[config.mk]
export PLATFORM = sky130hd
export DESIGN_NAME = pipeline_hazard_controller
export DESIGN_NICKNAME = d
export VERILOG_FILES = /design/src/rtl/pipeline_hazard_controller.sv
export SDC_FILE = /design/constraint.sdc
export NUM_CORES = 1
export LEC_CHECK = 0
export CORE_MARGIN = 2
export CORE_UTILIZATION = 42
export CTS_BUF_LIST = sky130_fd_sc_hd__clkbuf_16
export CTS_CLUSTER_SIZE = 30
export DETAILED_ROUTE_END_ITERATION = 7
export PLACE_DENSITY = 0.75
export SYNTH_ARGS = -nofsm -noshare
export SYNTH_HDL_FRONTEND = slang
export SYNTH_SLANG_ARGS = --single-unit
[constraint.sdc]
create_clock -name clk -period 2.2 [get_ports clk]
set_input_delay 0.55 -clock clk [delete_from_list [all_inputs] [get_ports clk]]
set_output_delay 0.55 -clock clk [all_outputs]
set_load 0.005 [all_outputs]
[src/rtl/pipeline_hazard_controller.sv]
// pipeline_hazard_controller: load-use stall, redirect flush and memory-busy hold sequencing
// for the 5-stage pipeline, with saturating stall/flush event counters.
module pipeline_hazard_controller #(
    parameter int FLUSH_CYCLES = 2,
    parameter int CNT_W        = 16
) (
    input  logic             clk,
    input  logic             reset,
    input  logic [31:0]      ins,
    input  logic             branch_taken,
    input  logic             mem_busy,
    output logic             pc_en,
    output logic             if_id_en,
    output logic             id_ex_bubble,
    output logic             if_flush,
    output logic [1:0]       hz_state,
    output logic [CNT_W-1:0] stall_cnt,
    output logic [CNT_W-1:0] flush_cnt
);
    typedef enum logic [1:0] {RUN = 2'b00, FLUSH = 2'b01} state_t;
    state_t           state_q, state_d;
    logic [3:0]       fcnt_q, fcnt_d;
    logic             ld_valid_q, ld_valid_d;
    logic [4:0]       ld_rd_q, ld_rd_d;
    logic [CNT_W-1:0] stall_q, stall_d, flush_q, flush_d;
    logic [5:0] op;
    logic       is_ld, is_jmp, is_cj, hazard, redirect, in_flush, run_redir, run_haz;
    logic       unused_bits;
    assign unused_bits = &{1'b0, ins[10:0]};
    assign op       = ins[31:26];
    assign is_ld    = op == 6'b010100;
    assign is_jmp   = op == 6'b011000;
    assign is_cj    = op[5:2] == 4'b0111;
    assign hazard   = ld_valid_q & (ld_rd_q != 5'd0) & (ins[20:16] == ld_rd_q | ins[15:11] == ld_rd_q)
                      & ~is_jmp & ~is_cj;
    assign redirect = is_jmp | (is_cj & branch_taken);
    assign in_flush = state_q == FLUSH;
    assign run_redir = ~mem_busy & ~in_flush & redirect;
    assign run_haz   = ~mem_busy & ~in_flush & ~redirect & hazard;
    assign pc_en        = ~mem_busy & ~run_haz;
    assign if_id_en     = ~mem_busy & ~run_haz;
    assign id_ex_bubble = ~mem_busy & (in_flush | run_haz);
    assign if_flush     = ~mem_busy & (in_flush | run_redir);
    assign hz_state     = mem_busy ? 2'b10 : in_flush ? 2'b01 : 2'b00;
    assign stall_cnt    = stall_q;
    assign flush_cnt    = flush_q;
    always_comb begin
        state_d    = state_q;
        fcnt_d     = fcnt_q;
        ld_valid_d = ld_valid_q;
        ld_rd_d    = ld_rd_q;
        stall_d    = stall_q;
        flush_d    = flush_q;
        // mem_busy leaves every register untouched so the sequence resumes where it stopped
        if (!mem_busy) begin
            if (in_flush) begin
                ld_valid_d = 1'b0;
                fcnt_d     = fcnt_q - 4'd1;
                state_d    = fcnt_q == 4'd1 ? RUN : FLUSH;
            end else if (redirect) begin
                ld_valid_d = 1'b0;
                flush_d    = flush_q + CNT_W'(flush_q != '1);
                fcnt_d     = 4'(FLUSH_CYCLES - 1);
                state_d    = FLUSH_CYCLES == 1 ? RUN : FLUSH;
            end else if (hazard) begin
                ld_valid_d = 1'b0;
                stall_d    = stall_q + CNT_W'(stall_q != '1);
                state_d    = RUN;
            end else begin
                ld_valid_d = is_ld;
                ld_rd_d    = ins[25:21];
                state_d    = RUN;
            end
        end
    end
    always_ff @(posedge clk or posedge reset) begin
        if (reset) begin
            state_q    <= RUN;
            fcnt_q     <= 4'd0;
            ld_valid_q <= 1'b0;
            ld_rd_q    <= 5'd0;
            stall_q    <= '0;
            flush_q    <= '0;
        end else begin
            state_q    <= state_d;
            fcnt_q     <= fcnt_d;
            ld_valid_q <= ld_valid_d;
            ld_rd_q    <= ld_rd_d;
            stall_q    <= stall_d;
            flush_q    <= flush_d;
        end
    end
endmodule

# After elaboration in Yosys (flattened, before gate mapping)
# Cells that the tools add are included.
# totals
output_inout_bits,38
regBits,44
inputBits,36
# op_classes
n_mux,10
n_bitwise,23
n_addsub,3
n_eq_ne,9
reduce_logical,6
# ops
op,count
$add A16 B1 Y16,2
$ne A16 B16 Y1 const B,2
$and A1 B1 Y1,12
$eq A6 B5 Y1 const B,2
$eq A5 B5 Y1,2
$mux W4,2
$reduce_and A4 Y1,2
$mux W1,7
$not A1 Y1,7
$reduce_bool A5 Y1,1
$eq A4 B1 Y1 const B,1
$eq A4 B3 Y1 const B,1
$or A1 B1 Y1,4
$sub A4 B1 Y4 const B,1
$reduce_and A3 Y1,1
$eq A2 B1 Y1 const B,1
$mux W2,1
$reduce_and A2 Y1,1
$reduce_bool A2 Y1,1

# Longest topological paths before layout
# depth
word_depth,8
ltp_mapped,10
depth_no_buf,10

# Worst setup path before layout
# No wires, ideal clock.
# synth_path
kind,input port to output port
start,input ins[20]
end,output pc_en
setup_slack_ns,-0.127
arrival_time_ns,1.777
cell_stages,6
path_buffers,2
cell_sequence,xnor2_1 > nand3_1 > o22ai_1 > clkbuf_1 > a21oi_1 > buf_4
# synth_via
elab_chain_len,8
# synth_lines
element,line,rtl
start: declaration,9,"input logic [31:0] ins,"
$eq A5 B5 Y1,34,assign hazard = ld_valid_q & (ld_rd_q != 5'd0) & (ins[20:16] == ld_rd_q | ins[15:11] == ld_rd_q)
$or A1 B1 Y1,34,
$and A1 B1 Y1,34,
$and A1 B1 Y1 (2 in series),35,& ~is_jmp & ~is_cj;
$and A1 B1 Y1,39,assign run_haz = ~mem_busy & ~in_flush & ~redirect & hazard;
$not A1 Y1,-,
$and A1 B1 Y1,-,
end: declaration,12,"output logic pc_en,"
# Every way passes these cells.

# Final worst setup path
# layout_path
start,register ld_rd_q[3]
end,output if_id_en
# layout_via
elab_chain_len,8
elab_cells_between_ends,11
cone_classes,eq/ne: 2; bitwise: 8; reduce/logical: 1
# layout_lines
element,line,rtl
start: declaration,24,"logic [4:0] ld_rd_q, ld_rd_d;"
start signal: assignment,88,ld_rd_q <= ld_rd_d;
$eq A5 B5 Y1 / $reduce_bool A5 Y1 (equally long branches),34,
$or A1 B1 Y1 / $and A1 B1 Y1 (equally long branches),34,
$and A1 B1 Y1 (*),34,
$and A1 B1 Y1 (*) (2 in series),35,
$and A1 B1 Y1 (*),39,
$not A1 Y1 (*),41,assign if_id_en = ~mem_busy & ~run_haz;
$and A1 B1 Y1 (*),41,
end: declaration,13,"output logic if_id_en,"
# Every way passes the cells marked *; elsewhere a longest branch is shown, timed or not.

==> run_results.csv <==
group,metric,value,unit
die,die_area,6170,sq um
die,num_rows,27,
clock_tree,clock_sinks,43,
final_layout,final_nets,366,
worst_setup_path,critical_path_class,"reg2out",
final_layout,diodes,0,
die,die_w,78.6,um
status,status,"complete, but fails checks",
place,placed_area,3290,sq um
grt,grt_max_degree,44,
power_and_ir_drop,p_leak,1.67,nW
sta,timing.final.crit_share,104,%
final_layout,postLayoutCellArea,3640,sq um
final_layout,drive_above_1_share,35.5,%
logic_synthesis,synth_area,2330,sq um
worst_setup_path,crit_fanout,2,
worst_setup_path,start_kind,"register",
detailed_routing,wl,5.62,mm
worst_setup_path,worst_ep_required_time,1.65,ns
logic_synthesis,yosysUniqueCellTypes,40,
logic_synthesis,postSynthNetCount,255,
die,core,5440,sq um
detailed_routing,first_pass_iters,4,
die,ios,74,
sta,rsz0062_at_grt,"yes",
clock_tree,clockRootBuffer,"clkbuf_16",
logic_synthesis,synth-main-ff-cell,"dfrtp_1",
sta,worst_pin_slew,0.392,ns
worst_setup_path,ff2ff_path_depth,7,
sta,fin_ws,-0.0849,ns
place,place_hpwl,3.90,mm
clock_tree,clk-insertion-delay-late,0.28,ns
logic_synthesis,avgSynthCellArea,11.0,sq um
power_and_ir_drop,p_total,2.46,mW
sta,whs,0.475,ns
final_layout,utilization,66.9,%
grt,first_global_vias,2139,
clock_tree,cts_tree,"done",
sta,slew_violations,0,
logic_synthesis,async_flop_share,100,%
place,place.gp.congestion,0.875,
logic_synthesis,ys_ff_latch,43,
hold_path,hp-start,"fcnt_q[3]",
status,failed_checks,"setup timing",
grt,overflow,0,
sta,fin_worst_skew,0.00541,ns
job,maxCapViolCount,0,
sta,period_minus_slack,2.28,ns
sta,setup_tns,-0.232,ns
clock_tree,cts_made_buffers,5,
final_layout,seq_area,1080,sq um
clock_tree,cts_max_path_buffers,2,
final_layout,nFillCells,422,
die,start_util,42.9,%
detailed_routing,wl_per_cell,14.2,um
hold_path,hold_depth,1,
place,post-place-ws,-0.675,ns
worst_setup_path,arrival,1.73,ns
hold_path,hp-class,"reg2reg",
worst_setup_path,crit_path_end_kind,"primary output",
worst_setup_path,regToRegSetupSlack,0.08,ns
logic_synthesis,synth_cells,213,
clock_tree,htree_levels,2,
hold_path,hold_path_end,"fcnt_q[3]",
sta,slew_headroom,73.9,%
die,die-height,78.6,um
worst_setup_path,r2r-end,"ld_rd_q[3]",
final_layout,multi_input_area,1330,sq um
detailed_routing,drt_iter0_drc,87,
detailed_routing,ant_nets,0,
final_layout,stdcell_count,396,
clock_tree,cts_hold_buf,0,
detailed_routing,drcViolationCount,0,
place,port_buffers,62,
detailed_routing,vias,2035,
grt,antenna_found_initial,0,
detailed_routing,vias_per_cell,5.14,
logic_synthesis,synth-edff-count,0,
power_and_ir_drop,powerDensity,676,nW/um^2
grt,grt_util_all_layers,19.8,%
sta,fmax,438,MHz
sta,setup_viol,3,
final_layout,syn_to_final_growth,55.9,%
clock_tree,path_clk_slew,0.06,ns
grt,grt_first_pass_wirelength,9.60,mm
power_and_ir_drop,peakVddDrop,0.451,mV
sta,hold_violations,0,
logic_synthesis,synth-seq-area-share,46.1,%
place,dpl.cell_count,374,
worst_setup_path,rr_startpoint,"ld_rd_q[3]",
logic_synthesis,ys_warn_count,0,
## layout by cell type, fill, tap and decap left out, drive strengths merged, types with 3 or more instances in the layout
cell and n:
and3 10, and4 3, buf 59, clkbuf 5
clkdlybuf4s50 39, dfrtp 43, dlygate4sd2 8, dlymetal6s2s 3
ha 6, inv 9, mux2 9, nand2 15
nand3 11, nand4 21, nor2 11, nor3 5
o21ai 4, xnor2 36, xor2 3
## layer usage
layer / track usage, % / routed length, um / vias up
met5: 0 / 0 / -
met4: 7.37 / 147 / 0
li1: - / - / 977
met2: 32.4 / 2700 / 65
met1: 24.9 / 2450 / 979
met3: 5.52 / 314 / 14
## registers in the layout (all words and copies together), names as in the netlist
name,flops
flush_cnt,16
state_q,1
ld_rd_q,5
ld_valid_q,1
stall_cnt,16
fcnt_q,4
## cell usage after synthesis (3+ instances only)
cell	number	share of area (%)
and3_1	10	2.7
and4_1	3	1.1
ha_1	6	3.2
inv_1	8	1.3
nand2_1	14	2.3
nor2_1	11	1.8
nand3_1	9	1.9
o21ai_0	4	0.86
nor3_1	5	1.1
clkbuf_1	4	0.64
xnor2_1	34	13
mux2_2	9	4.3
nand4_1	19	5.1
dfrtp_1	43	46
xor2_1	3	1.1
## worst max path at each step
stage	end	slack, ns	start
after floorplan	flush_cnt[5]	-0.006	ins[27]
after global placement	if_flush	-0.64	ins[27]
after detailed placement	if_id_en	-0.67	ins[28]
after CTS	id_ex_bubble	-0.11	ld_rd_q[4]
after global routing	id_ex_bubble	-0.14	ld_rd_q[3]
final	if_id_en	-0.08	ld_rd_q[3]
## worst max-delay path, cell delays in order (launching register included)
cell	delay, ns
dfrtp_1	0.37
or4_4	0.54
nor2_4	0.12
nor4_2	0.06
a21oi_1	0.20
buf_2	0.17
## area by class of cell
type | instances | share of cell area [%]
repair buffers | 111 | 26.9
flip-flops and latches | 43 | 29.6
clock inverters | 2 | 0.309
multi-input cells | 155 | 36.4
clock buffers | 5 | 3.44
inverters | 8 | 0.825
well taps | 72 | 2.48
## repair_timing
item | in CTS | in global routing
gates cloned | 0 | 0
endpoints found under the setup margin | 27 | 20
pin swaps | 27 | 12
setup buffers | 16 | 1
resized for setup | 74 | 14
## cell families (layout without fill, tap and decap cells)
kind of cell	Yosys count	count (layout)	share of synthesized area (%)
adder cells (fa/ha/maj)	6	6	3.22
XOR/XNOR	39	39	15.3
AO/OA/AOI/OAI	14	14	5.04
buffers and inverters	15	126	3.05
AND/OR/NAND/NOR	87	87	23.0
flip-flops	43	43	46.1
multiplexers	9	9	4.34
## power by group
group / internal (mW) / switching, mW
Sequential: 0.887 / 0.111
Combinational: 0.452 / 0.321
Clock: 0.409 / 0.282
Total: 1.75 / 0.714
Power figures use the tool's default switching activity.
